File: config.mk
export PLATFORM = sky130hd
export DESIGN_NAME = rx_pixel_packer
export DESIGN_NICKNAME = d
export VERILOG_FILES = /design/src/rtl/rx_pkg.sv /design/src/rtl/rx_idle_timer.sv /design/src/rtl/rx_pixel_packer.sv
export SDC_FILE = /design/constraint.sdc
export NUM_CORES = 1
export LEC_CHECK = 0
export ABC_AREA = 1
export CORE_MARGIN = 1.5
export CORE_UTILIZATION = 59
export CTS_CLUSTER_SIZE = 14
export DETAILED_ROUTE_END_ITERATION = 10
export PLACE_DENSITY = 0.85
export SLEW_MARGIN = 30
export SYNTH_ARGS = -nofsm -noshare
export SYNTH_HDL_FRONTEND = slang
export SYNTH_HIERARCHICAL = 1
export SYNTH_SLANG_ARGS = --single-unit
File: constraint.sdc
create_clock -name i_clk_sys -period 3.4 [get_ports i_clk_sys]
set_input_delay 1.02 -clock i_clk_sys [delete_from_list [all_inputs] [get_ports i_clk_sys]]
set_output_delay 1.02 -clock i_clk_sys [all_outputs]
set_load 0.01 [all_outputs]
File: src/rtl/rx_pkg.sv
// rx_pkg: shared state codes, FSM encoding, header defaults and pixel width
// for the UART receive pixel packer.
package rx_pkg;

  localparam logic [7:0] ST_IDLE  = 8'h01;
  localparam logic [7:0] ST_RECV  = 8'h02;
  localparam logic [7:0] HDR0_DEF = 8'hA5;
  localparam logic [7:0] HDR1_DEF = 8'h5A;
  localparam int         PIX_W    = 12;

  typedef enum logic [1:0] {
    IDLE = 2'd0,
    HDR  = 2'd1,
    PAY  = 2'd2,
    CHK  = 2'd3
  } fsm_t;

endpackage

File: src/rtl/rx_idle_timer.sv
// rx_idle_timer: counts enabled cycles without a clear and pulses expire on
// the TIMEOUT_CYC-th such cycle; a clear in that same cycle suppresses expiry.
module rx_idle_timer #(
  parameter int TIMEOUT_CYC = 500000
) (
  input  logic clk,
  input  logic rst_n,
  input  logic clear,
  input  logic enable,
  output logic expire
);

  localparam int W = $clog2(TIMEOUT_CYC + 1);
  localparam logic [W-1:0] LAST = W'(TIMEOUT_CYC - 1);

  logic [W-1:0] cnt;

  assign expire = enable && !clear && (cnt == LAST);

  always_ff @(posedge clk or negedge rst_n) begin
    if (!rst_n) begin
      cnt <= '0;
    end else if (clear || !enable || expire) begin
      cnt <= '0;
    end else begin
      cnt <= cnt + 1'b1;
    end
  end

endmodule

File: src/rtl/rx_pixel_packer.sv
// rx_pixel_packer: hunts the two-byte header, packs payload bytes 3->2 into RGB444
// pixels with an idle timeout. Define PACKER_CHKSUM_EN for a trailing XOR checksum byte.
module rx_pixel_packer
  import rx_pkg::*;
#(
  parameter int          PIX_TOTAL   = 20480,
  parameter logic [7:0]  HDR0        = HDR0_DEF,
  parameter logic [7:0]  HDR1        = HDR1_DEF,
  parameter int          TIMEOUT_CYC = 500000
) (
  input  logic             i_clk_sys,
  input  logic             i_rst_n,
  input  logic             i_byte_valid,
  input  logic [7:0]       i_byte,
  output logic [7:0]       o_state,
  output logic             o_rx_valid,
  output logic [PIX_W-1:0] o_rx_data,
  output logic [14:0]      o_pix_cnt,
  output logic             o_frame_done,
  output logic             o_err
);

  localparam logic [14:0] LAST_PIX = 15'(PIX_TOTAL - 1);

  fsm_t       state, state_nxt;
  logic [1:0] phase;
  logic [7:0] hold_byte;
  logic [3:0] hold_nib;
  logic       tmr_en, tmr_expire, last_pix;
`ifdef PACKER_CHKSUM_EN
  logic [7:0] chk_acc;
`endif

  assign last_pix = (phase != 2'd0) && (o_pix_cnt == LAST_PIX);
  assign tmr_en   = (state == PAY) || (state == CHK);

  rx_idle_timer #(.TIMEOUT_CYC(TIMEOUT_CYC)) u_timer (
    .clk    (i_clk_sys),
    .rst_n  (i_rst_n),
    .clear  (i_byte_valid),
    .enable (tmr_en),
    .expire (tmr_expire)
  );

  always_comb begin
    state_nxt = state;
    if (i_byte_valid) begin
      case (state)
        IDLE: if (i_byte == HDR0) state_nxt = HDR;
        HDR: begin
          if (i_byte == HDR1)      state_nxt = PAY;
          else if (i_byte == HDR0) state_nxt = HDR;
          else                     state_nxt = IDLE;
        end
        PAY: begin
          if (last_pix) begin
`ifdef PACKER_CHKSUM_EN
            state_nxt = CHK;
`else
            state_nxt = IDLE;
`endif
          end
        end
        default: state_nxt = IDLE;
      endcase
    end else if (tmr_expire) begin
      state_nxt = IDLE;
    end
  end

  // o_state is decoded from the next state so it lines up with the state register.
  always_ff @(posedge i_clk_sys or negedge i_rst_n) begin
    if (!i_rst_n) begin
      state   <= IDLE;
      o_state <= ST_IDLE;
    end else begin
      state   <= state_nxt;
      o_state <= (state_nxt == PAY || state_nxt == CHK) ? ST_RECV : ST_IDLE;
    end
  end

  always_ff @(posedge i_clk_sys or negedge i_rst_n) begin
    if (!i_rst_n) begin
      phase        <= 2'd0;
      hold_byte    <= 8'd0;
      hold_nib     <= 4'd0;
      o_rx_valid   <= 1'b0;
      o_rx_data    <= '0;
      o_pix_cnt    <= 15'd0;
      o_frame_done <= 1'b0;
      o_err        <= 1'b0;
`ifdef PACKER_CHKSUM_EN
      chk_acc      <= 8'd0;
`endif
    end else begin
      o_rx_valid   <= 1'b0;
      o_frame_done <= 1'b0;
      o_err        <= 1'b0;
      if (i_byte_valid && state == HDR && i_byte == HDR1) begin
        phase     <= 2'd0;
        o_pix_cnt <= 15'd0;
`ifdef PACKER_CHKSUM_EN
        chk_acc   <= 8'd0;
`endif
      end else if (i_byte_valid && state == PAY) begin
`ifdef PACKER_CHKSUM_EN
        chk_acc <= chk_acc ^ i_byte;
`endif
        case (phase)
          2'd0: begin
            hold_byte <= i_byte;
            phase     <= 2'd1;
          end
          2'd1: begin
            o_rx_data  <= {hold_byte, i_byte[7:4]};
            hold_nib   <= i_byte[3:0];
            phase      <= 2'd2;
            o_rx_valid <= 1'b1;
            o_pix_cnt  <= o_pix_cnt + 15'd1;
          end
          default: begin
            o_rx_data  <= {hold_nib, i_byte};
            phase      <= 2'd0;
            o_rx_valid <= 1'b1;
            o_pix_cnt  <= o_pix_cnt + 15'd1;
          end
        endcase
`ifndef PACKER_CHKSUM_EN
        if (last_pix) o_frame_done <= 1'b1;
`endif
`ifdef PACKER_CHKSUM_EN
      end else if (i_byte_valid && state == CHK) begin
        if (i_byte == chk_acc) o_frame_done <= 1'b1;
        else                   o_err        <= 1'b1;
`endif
      end else if (tmr_expire) begin
        o_err <= 1'b1;
      end
    end
  end

endmodule

### Word-level counts from Yosys, hierarchy flattened

Index checks and enable logic that the tools add are counted.

* bits in registers: 67
* output and inout port bits: 38
* logic and storage cells: 71

* bitwise gates (word level): 2
* reductions and logical operators: 20
* $add $sub $neg: 2
* eq/ne operators: 11
* muxes and demuxes: 25

Operators by type and width (number)
* $mux W15: 3
* $pmux W12 S2: 1
* $add A19 B1 Y19 const B: 1
* $eq A19 B19 Y1 const B: 1
* $mux W19: 1
* $mux W2: 8
* $add A15 B1 Y15 const B: 1
* $eq A15 B15 Y1 const B: 1
* $mux W1: 10
* $reduce_and A3 Y1: 3
* $eq A2 B2 Y1 const B: 4
* $eq A8 B7 Y1 const B: 1
* $eq A8 B8 Y1 const B: 1
* $logic_and A1 B1 Y1: 6
* $pmux W2 S3: 1
* $eq A2 B1 Y1 const B: 2
* $logic_not A2 Y1: 2
* $logic_or A1 B1 Y1: 4
* $pmux W2 S2: 1
* $reduce_bool A2 Y1: 2
* $logic_not A1 Y1: 2
* $ne A2 B2 Y1 const B: 1
* $not A1 Y1: 2
* $reduce_and A2 Y1: 1

### Logic depth before layout (Yosys ltp)

Gate-level depths: netlist of the first run.

* depth after elaboration: 9
* mapped depth: 10
* depth with buffers taken out: 10

### By module

Netlist of the first run, hierarchy kept.

By module, submodules not included
* rx_pixel_packer: times used 1, seq. area each 1202.4 sq um, cells an instance 314, area each 2469.9 sq um
* rx_idle_timer: times used 1, seq. area each 475.5 sq um, cells an instance 157, area each 1129.8 sq um

### Least setup slack after synthesis of the first run

No wires, ideal clock.

* kind: input to register
* start point: input i_byte[2]
* end point: register phase[1]
* setup time: 0.120 ns
* data arrival time: 1.765 ns
* cell stages on the path: 6
* data required time: 3.280 ns
* path slack: 1.515 ns
* path buffers: 1
* path through: inv_1 -> nand2_1 -> nor2_2 -> nand3_2 -> buf_4 -> a31o_2

* word-level cells in the longest chain between the ends: 3
* elaborated cells between the ends (all ways): 4
* those cells by class: eq/ne: 1; mux: 1; reduce/logical: 2

RTL lines
* start: declaration: RTL line rx_pixel_packer.sv:14 `input logic [7:0] i_byte,`
* $eq A8 B7 Y1 (*): RTL line rx_pixel_packer.sv:99 `if (i_byte_valid && state == HDR && i_byte == HDR1) begin`
* $logic_and A1 B1 Y1 (*): RTL line rx_pixel_packer.sv:99
* $mux W2 / $reduce_bool A2 Y1 (equally long branches)
* end signal: assignment: RTL line rx_pixel_packer.sv:100 `phase <= 2'd0;`
* end signal: assignment: RTL line rx_pixel_packer.sv:112 `phase <= 2'd1;`
* end signal: assignment: RTL line rx_pixel_packer.sv:117 `phase <= 2'd2;`
* end: declaration: RTL line rx_pixel_packer.sv:26 `logic [1:0] phase;`

Mark *: on every way between the ends. The rest lies on a longest branch, timed or not.
A chain may end at the register's enable or synchronous reset.

### Worst setup path after layout of the first run

* start point: input i_byte_valid
* end point: register o_pix_cnt[12]

* word-level cells in the longest chain between the ends: 4
* elaborated cells between the ends (all ways): 7
* those cells by class: eq/ne: 1; mux: 1; reduce/logical: 5

RTL lines
* start: declaration: RTL line rx_pixel_packer.sv:13 `input logic i_byte_valid,`
* $logic_and A1 B1 Y1 (2 in series): RTL line rx_pixel_packer.sv:99
* $ne A2 B2 Y1 (no source line) / $reduce_bool A2 Y1 (equally long branches)
* $reduce_and A2 Y1 (no source line)
* end signal: assignment: RTL line rx_pixel_packer.sv:119 `o_pix_cnt <= o_pix_cnt + 15'd1;`
* end signal: assignment: RTL line rx_pixel_packer.sv:125 `o_pix_cnt <= o_pix_cnt + 15'd1;`
* end: declaration: RTL line rx_pixel_packer.sv:18 `output logic [14:0] o_pix_cnt,`

Parallel ways exist; a longest one is shown, timed or not.

==> out/qor.yml, run 1 <==
worst_setup_path:
  rr_worst_depth: 9
  critPathKind: "in2reg"
  start_kind: "input port"
  worst-path-max-fanout: 13
  reg2reg_to: "o_state[0]$_DFF_PN1_"
  cpPeakStageDelay_ns: 0.64
  cp.arrival_ns: 2.81
  cp_cell_sequence: "clkdlybuf4s50_1, inv_2, nor2_1, nand3_2, o21ai_2, inv_2, nand2_1, o21ai_1"
  crit_cells: 8
  crit_family: "buffers and inverters"
  timing.rr.start: "u_timer/cnt[0]$_DFF_PN0_"
  slowest_stage: "clkdlybuf4s50_1"
  r2r_setup_slack_ns: 1.55
  crit_buf_inv: 3
  required_ns: 3.62
  path_common_cell: "inv_2"
  setup.worst_path.end_class: "flop"
logic_synthesis:
  ys_types: 33
  synth.avg_cell_area_um2: 7.64
  synthCells: 471
  yosys_register_bits: 67
  synth_area_mm2: 0.00360
  synth_edf_count: 0
  synth_warnings: 6
  ys.flop_type: "dfrtp_1"
  yosysSeqAreaShare_pct: 46.6
  async_reset_ff_share_pct: 100
timing:
  drv_slew: 0
  slew_headroom_pct: 45.1
  fin_skew_ns: 0.00795
  setup_violations: 0
  finalCritPeriodShare_pct: 76.0
  hold_violations: 0
  grt_setup_unrepaired: "false"
  holdWs_ns: 0.462
  period_needed_ns: 2.59
  setup_tns_ns: 0
  tightest_slew_ns: 0.824
  fmax_mhz: 387
detailed_routing:
  drc: 0
  drtIter0Drc: 245
  via_per_inst: 5.31
  antenna_left: 0
  routed_wl_um: 8200
  wire_per_inst_um: 13.8
  drtPass1Iterations: 5
  vias: 3157
grt:
  overflow: 0
  grt_use_met3_pct: 5.39
  top_usage_layer: "met2"
  grt_use_met1_pct: 34.3
  grt_antenna_before_repair: 0
  grt_max_degree: 68
  grt_pass1_wl_um: 13600
  use_met2_pct: 46.8
  grt_pass1_vias: 3016
  grt_usage_pct: 27.5
cts:
  cts_buffer_depth: 2
  hold_buffers: 0
  htreeDepth: 3
  cts_setup_buffers: 0
  cts_sinks: 67
  cts_tree: "built"
  cts_root_buffer: "clkbuf_8"
  ctsResizeCount: 0
  path_clk_slew_ns: 0.07
  numCtsBuffers: 9
  clk_latency_ns: 0.34
die:
  io_pins: 49
  die_y_um: 81.1
  rows: 28
  die-area_mm2: 0.00658
  fp.coreArea_mm2: 0.00592
  die_w_um: 81.1
  initial_core_util_pct: 60.8
finish:
  register_area_mm2: 0.00168
  drive_gt1_share_pct: 10.6
  areaGrowthSynthToFinish_pct: 17.2
  layout_common_cells: "nand2_1, nor2_1, dfrtp_1, inv_1, clkdlybuf4s50_1"
  layout_commonest_cell: "nand2_1"
  fin_util_pct: 71.3
  n_antenna_cell: 0
  nets: 529
  layout.cells.non_filler: 594
  multi_input_area_mm2: 0.00163
  fillers: 495
power_and_ir_drop:
  ir_drop_uv: 438
  leakage_nw: 1.92
  pwr_density_cell_mw_per_mm2: 643
placed_design:
  dp_hpwl_um: 5850
  io_buffers: 42
  dp.cells: 580
  gp_routability_congestion: 0.924
hold_path:
  hold_path_depth: 1
  hp-start: "u_timer/cnt[0]$_DFF_PN0_"
  hold_path_end: "u_timer/cnt[0]$_DFF_PN0_"
  hold_class: "reg2reg"
job:
  drv_cap: 0
status:
  status: "finished clean"
layer usage:
metal / part of all wire [%] / up-vias
met5: 0 / -
met4: 1.3 / 0
met1: 42 / 1478
met3: 6.6 / 12
li1: - / 1563
met2: 50 / 104
cells in the mapped netlist (all sizes together) (4+ instances only):
cell type	n	area [um2]
nor3	4	30.0
a21oi	11	55.1
dfrtp	66	1650
a31oi	12	75.1
o21ai	16	83.8
nand3	36	195
buf	14	105
nand4	10	62.6
xnor2	5	43.8
inv	52	195
xor2	6	52.6
nor2	93	414
nand2	135	529
cell families (layout without fill, tap and decap cells):
family                     count (synthesis)  after routing  synth area share [%]
muxes                                      2              2                 0.626
and+or+nand+nor                          280            280                  34.6
DFF                                       67             67                  46.6
adders and majority gates                  2              2                 0.695
buffers and inverters                     68            111                  8.55
other                                      1              6                 0.104
AOI/OAI and AO/OA                         40             40                  6.19
xor gates and xnor gates                  11             11                  2.68
per-stage QoR:
| step | power, mW | worst slack [ns] | area [um2] |
|---|---|---|---|
| after global placement | 2.04 | 0.566 | 4040 |
| after global routing | 2.87 | 0.651 | 4220 |
| after detailed placement | 2.07 | 0.475 | 4040 |
| final | 2.71 | 0.815 | 4220 |
| after CTS | 2.72 | 0.842 | 4220 |
| after floorplan | 1.69 | 1.51 | 3620 |
power breakdown:
group	internal (mW)	switching, mW
registers	1.00	0.165
logic	0.401	0.506
clock network	0.348	0.288
total	1.75	0.959
sequential cells by signal (all words and copies together), names as in the netlist:
| name | cells |
|---|---|
| phase | 2 |
| o_pix_cnt | 15 |
| o_err | 1 |
| o_frame_done | 1 |
| o_state | 2 |
| o_rx_valid | 1 |
| u_timer/cnt | 19 |
| state | 2 |
| hold_nib | 4 |
| hold_byte | 8 |
| o_rx_data | 12 |
worst max path at each step:
stage,end,slack (ns),start
after floorplan,phase[1]$_DFFE_PN0P_,1.51,i_byte[2]
after global placement,o_pix_cnt[12]$_DFFE_PN0P_,0.57,i_byte_valid
after detailed placement,o_pix_cnt[12]$_DFFE_PN0P_,0.48,i_byte_valid
after CTS,o_pix_cnt[12]$_DFFE_PN0P_,0.84,i_byte_valid
after global routing,o_pix_cnt[13]$_DFFE_PN0P_,0.65,i_byte_valid
final,o_pix_cnt[12]$_DFFE_PN0P_,0.81,i_byte_valid
layout make-up:
cell class	count	share of cell area [%]
Sequential cell	67	39.8
Multi-Input combinational cell	341	38.7
Timing Repair Buffer	45	10.4
Inverter	52	4.63
Clock buffer	11	3.35
Tap cell	75	2.22
Clock inverter	3	0.949
Power figures use the tool's default switching activity.
==> run 2: changes to the inputs <==
Settings changed: CORE_UTILIZATION 59 to 50, PLACE_DENSITY 0.85 to 0.77.
Clock period 3.4 ns to 2.3 ns, I/O delays scaled along.
==> out/qor.yml, run 2 (synthesized netlist as in run 1, its figures left out) <==
cts:
  clk_latency_ns: 0.33  # was 0.34 ns
  cts_tree: "built"  # unchanged
  hold_buffers: 0  # unchanged
  numCtsBuffers: 9  # unchanged
  cts_setup_buffers: 0  # unchanged
  cts_sinks: 67  # unchanged
  path_clk_slew_ns: 0.07  # about the same
  cts_buffer_depth: 2  # unchanged
  cts_root_buffer: "clkbuf_8"  # unchanged
  ctsResizeCount: 0  # unchanged
  htreeDepth: 3  # unchanged
detailed_routing:
  via_per_inst: 5.09  # was 5.31
  routed_wl_um: 8160  # was 8200 um
  wl_met2_um: 3920  # was 4070 um
  drtIter0Drc: 201  # was 245
  vias: 3214  # was 3157
  drc: 0  # unchanged
  wl_met3_um: 372  # was 540 um
  drtPass1Iterations: 4  # was 5
  top_layer_used: "met4"  # unchanged
  wire_per_inst_um: 12.9  # was 13.8 um
  antenna_left: 0  # unchanged
  met1_length_um: 3660  # was 3480 um
worst_setup_path:
  cp_cell_sequence: "clkdlybuf4s50_1"  # was clkdlybuf4s50_1, inv_2, nor2_1, nand3_2, o21ai_2, inv_2, nand2_1, o21ai_1
  slowest_stage: "clkdlybuf4s50_1"  # unchanged
  cpPeakStageDelay_ns: 0.59  # was 0.64 ns
  critPathKind: "reg2out"  # was in2reg
  required_ns: 1.61  # was 3.62 ns
  start_kind: "flop"  # was input port
  crit_buf_inv: 1  # was 3
  worst-path-max-fanout: 6  # was 13
  cp.arrival_ns: 1.41  # was 2.81 ns
  crit_family: "buffers and inverters"  # unchanged
  setup.worst_path.end_class: "output pin"  # was flop
grt:
  grt_usage_pct: 23.2  # was 27.5%
  grt_pass1_wl_um: 13800  # was 13600 um
  grt_pass1_vias: 3080  # was 3016
  overflow: 0  # unchanged
  grt_antenna_before_repair: 0  # unchanged
  grt_max_degree: 50  # was 68
power_and_ir_drop:
  leakage_nw: 2.00  # was 1.92 nW
  ir_drop_uv: 606  # was 438 uV
  pwr_density_cell_mw_per_mm2: 924  # was 643 mW/mm2
placed_design:
  dp_hpwl_um: 5920  # was 5850 um
  dp_slack_ns: 0.134  # was 0.475 ns
  gp_routability_congestion: 0.894  # was 0.924
  io_buffers: 42  # unchanged
die:
  io_pins: 49  # unchanged
  rows: 30  # was 28
  die-area_mm2: 0.00772  # was 0.00658 mm2
  fp.coreArea_mm2: 0.00687  # was 0.00592 mm2
  initial_core_util_pct: 52.4  # was 60.8%
  die_y_um: 87.9  # was 81.1 um
  die_w_um: 87.9  # was 81.1 um
timing:
  grt_setup_unrepaired: "false"  # unchanged
  holdWs_ns: 0.325  # was 0.462 ns
  drv_slew: 0  # unchanged
  slew_headroom_pct: 65.8  # was 45.1%
  hold_violations: 0  # unchanged
  fmax_mhz: 477
  setup_tns_ns: 0  # unchanged
  setup_violations: 0  # unchanged
  finalCritPeriodShare_pct: 91.2
  period_needed_ns: 2.10
  tightest_slew_ns: 0.512  # was 0.824 ns
  final.setup.worst_slack_ns: 0.203  # was 0.815 ns
  fin_skew_ns: 0.00560  # was 0.00795 ns
hold_path:
  hold_class: "in2async"  # was reg2reg
finish:
  layout_common_cells: "nand2_1, nor2_1, dfrtp_1, inv_1, clkdlybuf4s50_1"  # unchanged
  fillers: 582  # was 495
  layout_commonest_cell: "nand2_1"  # unchanged
  drive_gt1_share_pct: 13.1  # was 10.6%
  reg.largest.list: "u_timer/cnt x19, o_pix_cnt x15, o_rx_data x12"  # unchanged
  nets: 545  # was 529
  n_antenna_cell: 0  # unchanged
  largest_reg_flops: 19  # unchanged
  areaGrowthSynthToFinish_pct: 21.4  # was 17.2%
  largest_register: "u_timer/cnt"  # unchanged
status:
  status: "finished clean"  # unchanged
job:
  drv_cap: 0  # unchanged
[run 2: per-stage QoR]
step / instance area, um2 / total power [mW] / cells / utilization, %
finish: 4370 / 4.04 / 632 / 63.6
global route: 4370 / 4.31 / 632 / 63.6
CTS: 4370 / 4.07 / 632 / 63.6
detailed placement: 4200 / 3.13 / 617 / 61.1
global placement: 4200 / 3.10 / 617 / 61.1
floorplan: 3620 / 2.49 / 476 / -
[run 2: report_power, final]
part           internal [mW]  total (mW)  switching, mW
Combinational          0.650        1.42          0.767
Sequential              1.48        1.70          0.221
Clock                  0.493       0.917          0.424
Total                   2.63        4.04           1.41
[run 2: final timing paths]
kind | start | endpoint | slack [ns] | depth (start not counted)
setup / recovery | o_pix_cnt[3]$_DFFE_PN0P_ | o_pix_cnt[3] | 0.20 | 1
hold / removal | i_rst_n | u_timer/cnt[18]$_DFF_PN0_ | 0.33 | 1
setup reg to reg | u_timer/cnt[0]$_DFF_PN0_ | o_state[0]$_DFF_PN1_ | 0.54 | 9
hold reg to reg | u_timer/cnt[0]$_DFF_PN0_ | u_timer/cnt[0]$_DFF_PN0_ | 0.46 | 1
max in group asynchronous | i_rst_n | o_state[0]$_DFF_PN1_ | 1.30 | 2
min in group i_clk_sys | u_timer/cnt[0]$_DFF_PN0_ | u_timer/cnt[0]$_DFF_PN0_ | 0.46 | 1
[run 2: layout make-up]
| class | count | area, um2 | area share (%) |
|---|---|---|---|
| inverter | 52 | 195 | 4.46 |
| multi-input combinational | 341 | 1630 | 37.3 |
| sequential | 67 | 1680 | 38.4 |
| tap | 96 | 120 | 2.75 |
| clock buffer | 12 | 135 | 3.09 |
| timing repair buffer | 61 | 571 | 13.1 |
| clock inverter | 3 | 40.0 | 0.916 |
[run 2: per-layer routing]
metal | global-route usage (%) | up-vias
met5 | 0 | -
li1 | - | 1596
met2 | 37.1 | 101
met1 | 30.6 | 1491
met4 | 11.4 | 0
met3 | 3.96 | 26
==> run 3: changes to the inputs <==
Settings changed: CORE_MARGIN 1.5 to 8.
==> out/qor.yml, run 3 (synthesized netlist as in run 1, its figures left out) <==
die:
  die_w_um: 101  # was 87.9 um
  io_pins: 49  # unchanged
  die_y_um: 101  # was 87.9 um
  initial_core_util_pct: 50.7  # was 52.4%
  die-area_mm2: 0.0102  # was 0.00772 mm2
  rows: 31  # was 30
  fp.coreArea_mm2: 0.00710  # was 0.00687 mm2
timing:
  tightest_slew_ns: 0.521  # was 0.512 ns
  period_needed_ns: 2.11  # was 2.10 ns
  fmax_mhz: 473  # was 477 MHz
  slew_headroom_pct: 65.2  # was 65.8%
  setup_violations: 0  # unchanged
  setup_tns_ns: 0  # unchanged
  hold_violations: 0  # unchanged
  grt_setup_unrepaired: "false"  # unchanged
  drv_slew: 0  # unchanged
  fin_skew_ns: 0.0129  # was 0.00560 ns
  finalCritPeriodShare_pct: 91.9  # was 91.2%
finish:
  layout_common_cells: "nand2_1, nor2_1, dfrtp_1, inv_1, clkdlybuf4s50_1"  # unchanged
  areaGrowthSynthToFinish_pct: 23.6  # was 21.4%
  fillers: 602  # was 582
  largest_register: "u_timer/cnt"  # unchanged
  largest_reg_flops: 19  # unchanged
  layout_commonest_cell: "nand2_1"  # unchanged
  drive_gt1_share_pct: 13.3  # was 13.1%
  reg.largest.list: "u_timer/cnt x19, o_pix_cnt x15, o_rx_data x12"  # unchanged
  nets: 542  # was 545
  n_antenna_cell: 0  # unchanged
  layout.cells.non_filler: 633  # was 632
  register_area_mm2: 0.00168  # unchanged
  multi_input_area_mm2: 0.00163  # unchanged
worst_setup_path:
  cp.arrival_ns: 1.42  # was 1.41 ns
  start_kind: "flop"  # unchanged
  crit_family: "buffers and inverters"  # unchanged
  worst-path-max-fanout: 6  # unchanged
  critPathKind: "reg2out"  # unchanged
  crit_buf_inv: 1  # unchanged
  cpPeakStageDelay_ns: 0.59  # about the same
  required_ns: 1.61  # about the same
  cp_cell_sequence: "clkdlybuf4s50_1"  # unchanged
  setup.worst_path.end_class: "output pin"  # unchanged
  slowest_stage: "clkdlybuf4s50_1"  # unchanged
detailed_routing:
  drtIter0Drc: 129  # was 201
  drtPass1Iterations: 4  # unchanged
  routed_wl_um: 8430  # was 8160 um
  via_per_inst: 5.00  # was 5.09
  wire_per_inst_um: 13.3  # was 12.9 um
  vias: 3166  # was 3214
  drc: 0  # unchanged
  antenna_left: 0  # unchanged
grt:
  grt_max_degree: 31  # was 50
  grt_antenna_before_repair: 0  # unchanged
  overflow: 0  # unchanged
  grt_usage_pct: 17.9  # was 23.2%
  grt_pass1_vias: 3192  # was 3080
  grt_pass1_wl_um: 14600  # was 13800 um
cts:
  cts_sinks: 67  # unchanged
  numCtsBuffers: 9  # unchanged
  path_clk_slew_ns: 0.08  # was 0.07 ns
  cts_root_buffer: "clkbuf_8"  # unchanged
  cts_tree: "built"  # unchanged
  cts_buffer_depth: 2  # unchanged
  clk_latency_ns: 0.35  # was 0.33 ns
  htreeDepth: 3  # unchanged
  cts_setup_buffers: 0  # unchanged
  ctsResizeCount: 0  # unchanged
  hold_buffers: 0  # unchanged
power_and_ir_drop:
  pwr_density_cell_mw_per_mm2: 975  # was 924 mW/mm2
  ir_drop_uv: 739  # was 606 uV
  leakage_nw: 2.02  # was 2.00 nW
placed_design:
  gp_routability_congestion: 0.922  # was 0.894
  dp_hpwl_um: 6400  # was 5920 um
  io_buffers: 42  # unchanged
  dp.cells: 617  # unchanged
hold_path:
  hold_class: "in2async"  # unchanged
status:
  status: "finished clean"  # unchanged
job:
  drv_cap: 0  # unchanged
[run 3: changes by cell type in the layout (fill, tap and decap cells not counted), moves of 2 or more]
cell	previous run	this run
clkinv_2	2	0
bufinv_16	1	3
inv_6	0	2
buf_12	1	3
clkbuf_1	3	0
buf_4	18	13
[run 3: final timing paths]
path | startpoint | endpoint | slack [ns] | depth (start not counted)
setup / recovery | o_pix_cnt[4]$_DFFE_PN0P_ | o_pix_cnt[4] | 0.19 | 1
hold reg to reg | u_timer/cnt[0]$_DFF_PN0_ | u_timer/cnt[0]$_DFF_PN0_ | 0.46 | 1
max in group asynchronous | i_rst_n | o_state[0]$_DFF_PN1_ | 1.41 | 2
setup reg to reg | u_timer/cnt[0]$_DFF_PN0_ | state[1]$_DFF_PN0_ | 0.51 | 8
min in group i_clk_sys | u_timer/cnt[0]$_DFF_PN0_ | u_timer/cnt[0]$_DFF_PN0_ | 0.46 | 1
hold / removal | i_rst_n | u_timer/cnt[13]$_DFF_PN0_ | 0.31 | 1
[run 3: area by class of cell]
type                    instances  share of cell area (%)
repair buffers                 58                    12.9
multi-input cells             341                    36.7
inverters                      52                    4.39
clock buffers                   9                    2.78
flip-flops and latches         67                    37.7
well taps                      99                    2.78
clock inverters                 7                    2.78
[run 3: routing by layer]
metal	vias to the layer above	GRT usage [%]	part of all wire [%]
met3	15	3.31	3.8
li1	1592	-	-
met2	64	30.7	50
met4	0	7.67	1.8
met1	1495	21.5	44
met5	-	0	0
[run 3: where the power goes]
group / internal (mW) / switching [mW]
sequential: 1.48 / 0.230
combinational: 0.647 / 0.766
clock: 0.729 / 0.486
total: 2.86 / 1.48
[run 3: through the flow]
step                      area, um2  setup WS (ns)  hold WS [ns]  util [%]  total power [mW]
after floorplan                3620          0.745         0.394         -              2.49
after global placement         4200          0.170         0.446      59.2              3.12
after detailed placement       4200         0.0766         0.450      59.2              3.15
after CTS                      4450          0.165         0.325      62.7              4.38
after global routing           4450          0.129         0.339      62.7              4.60
final                          4450          0.186         0.313      62.7              4.34
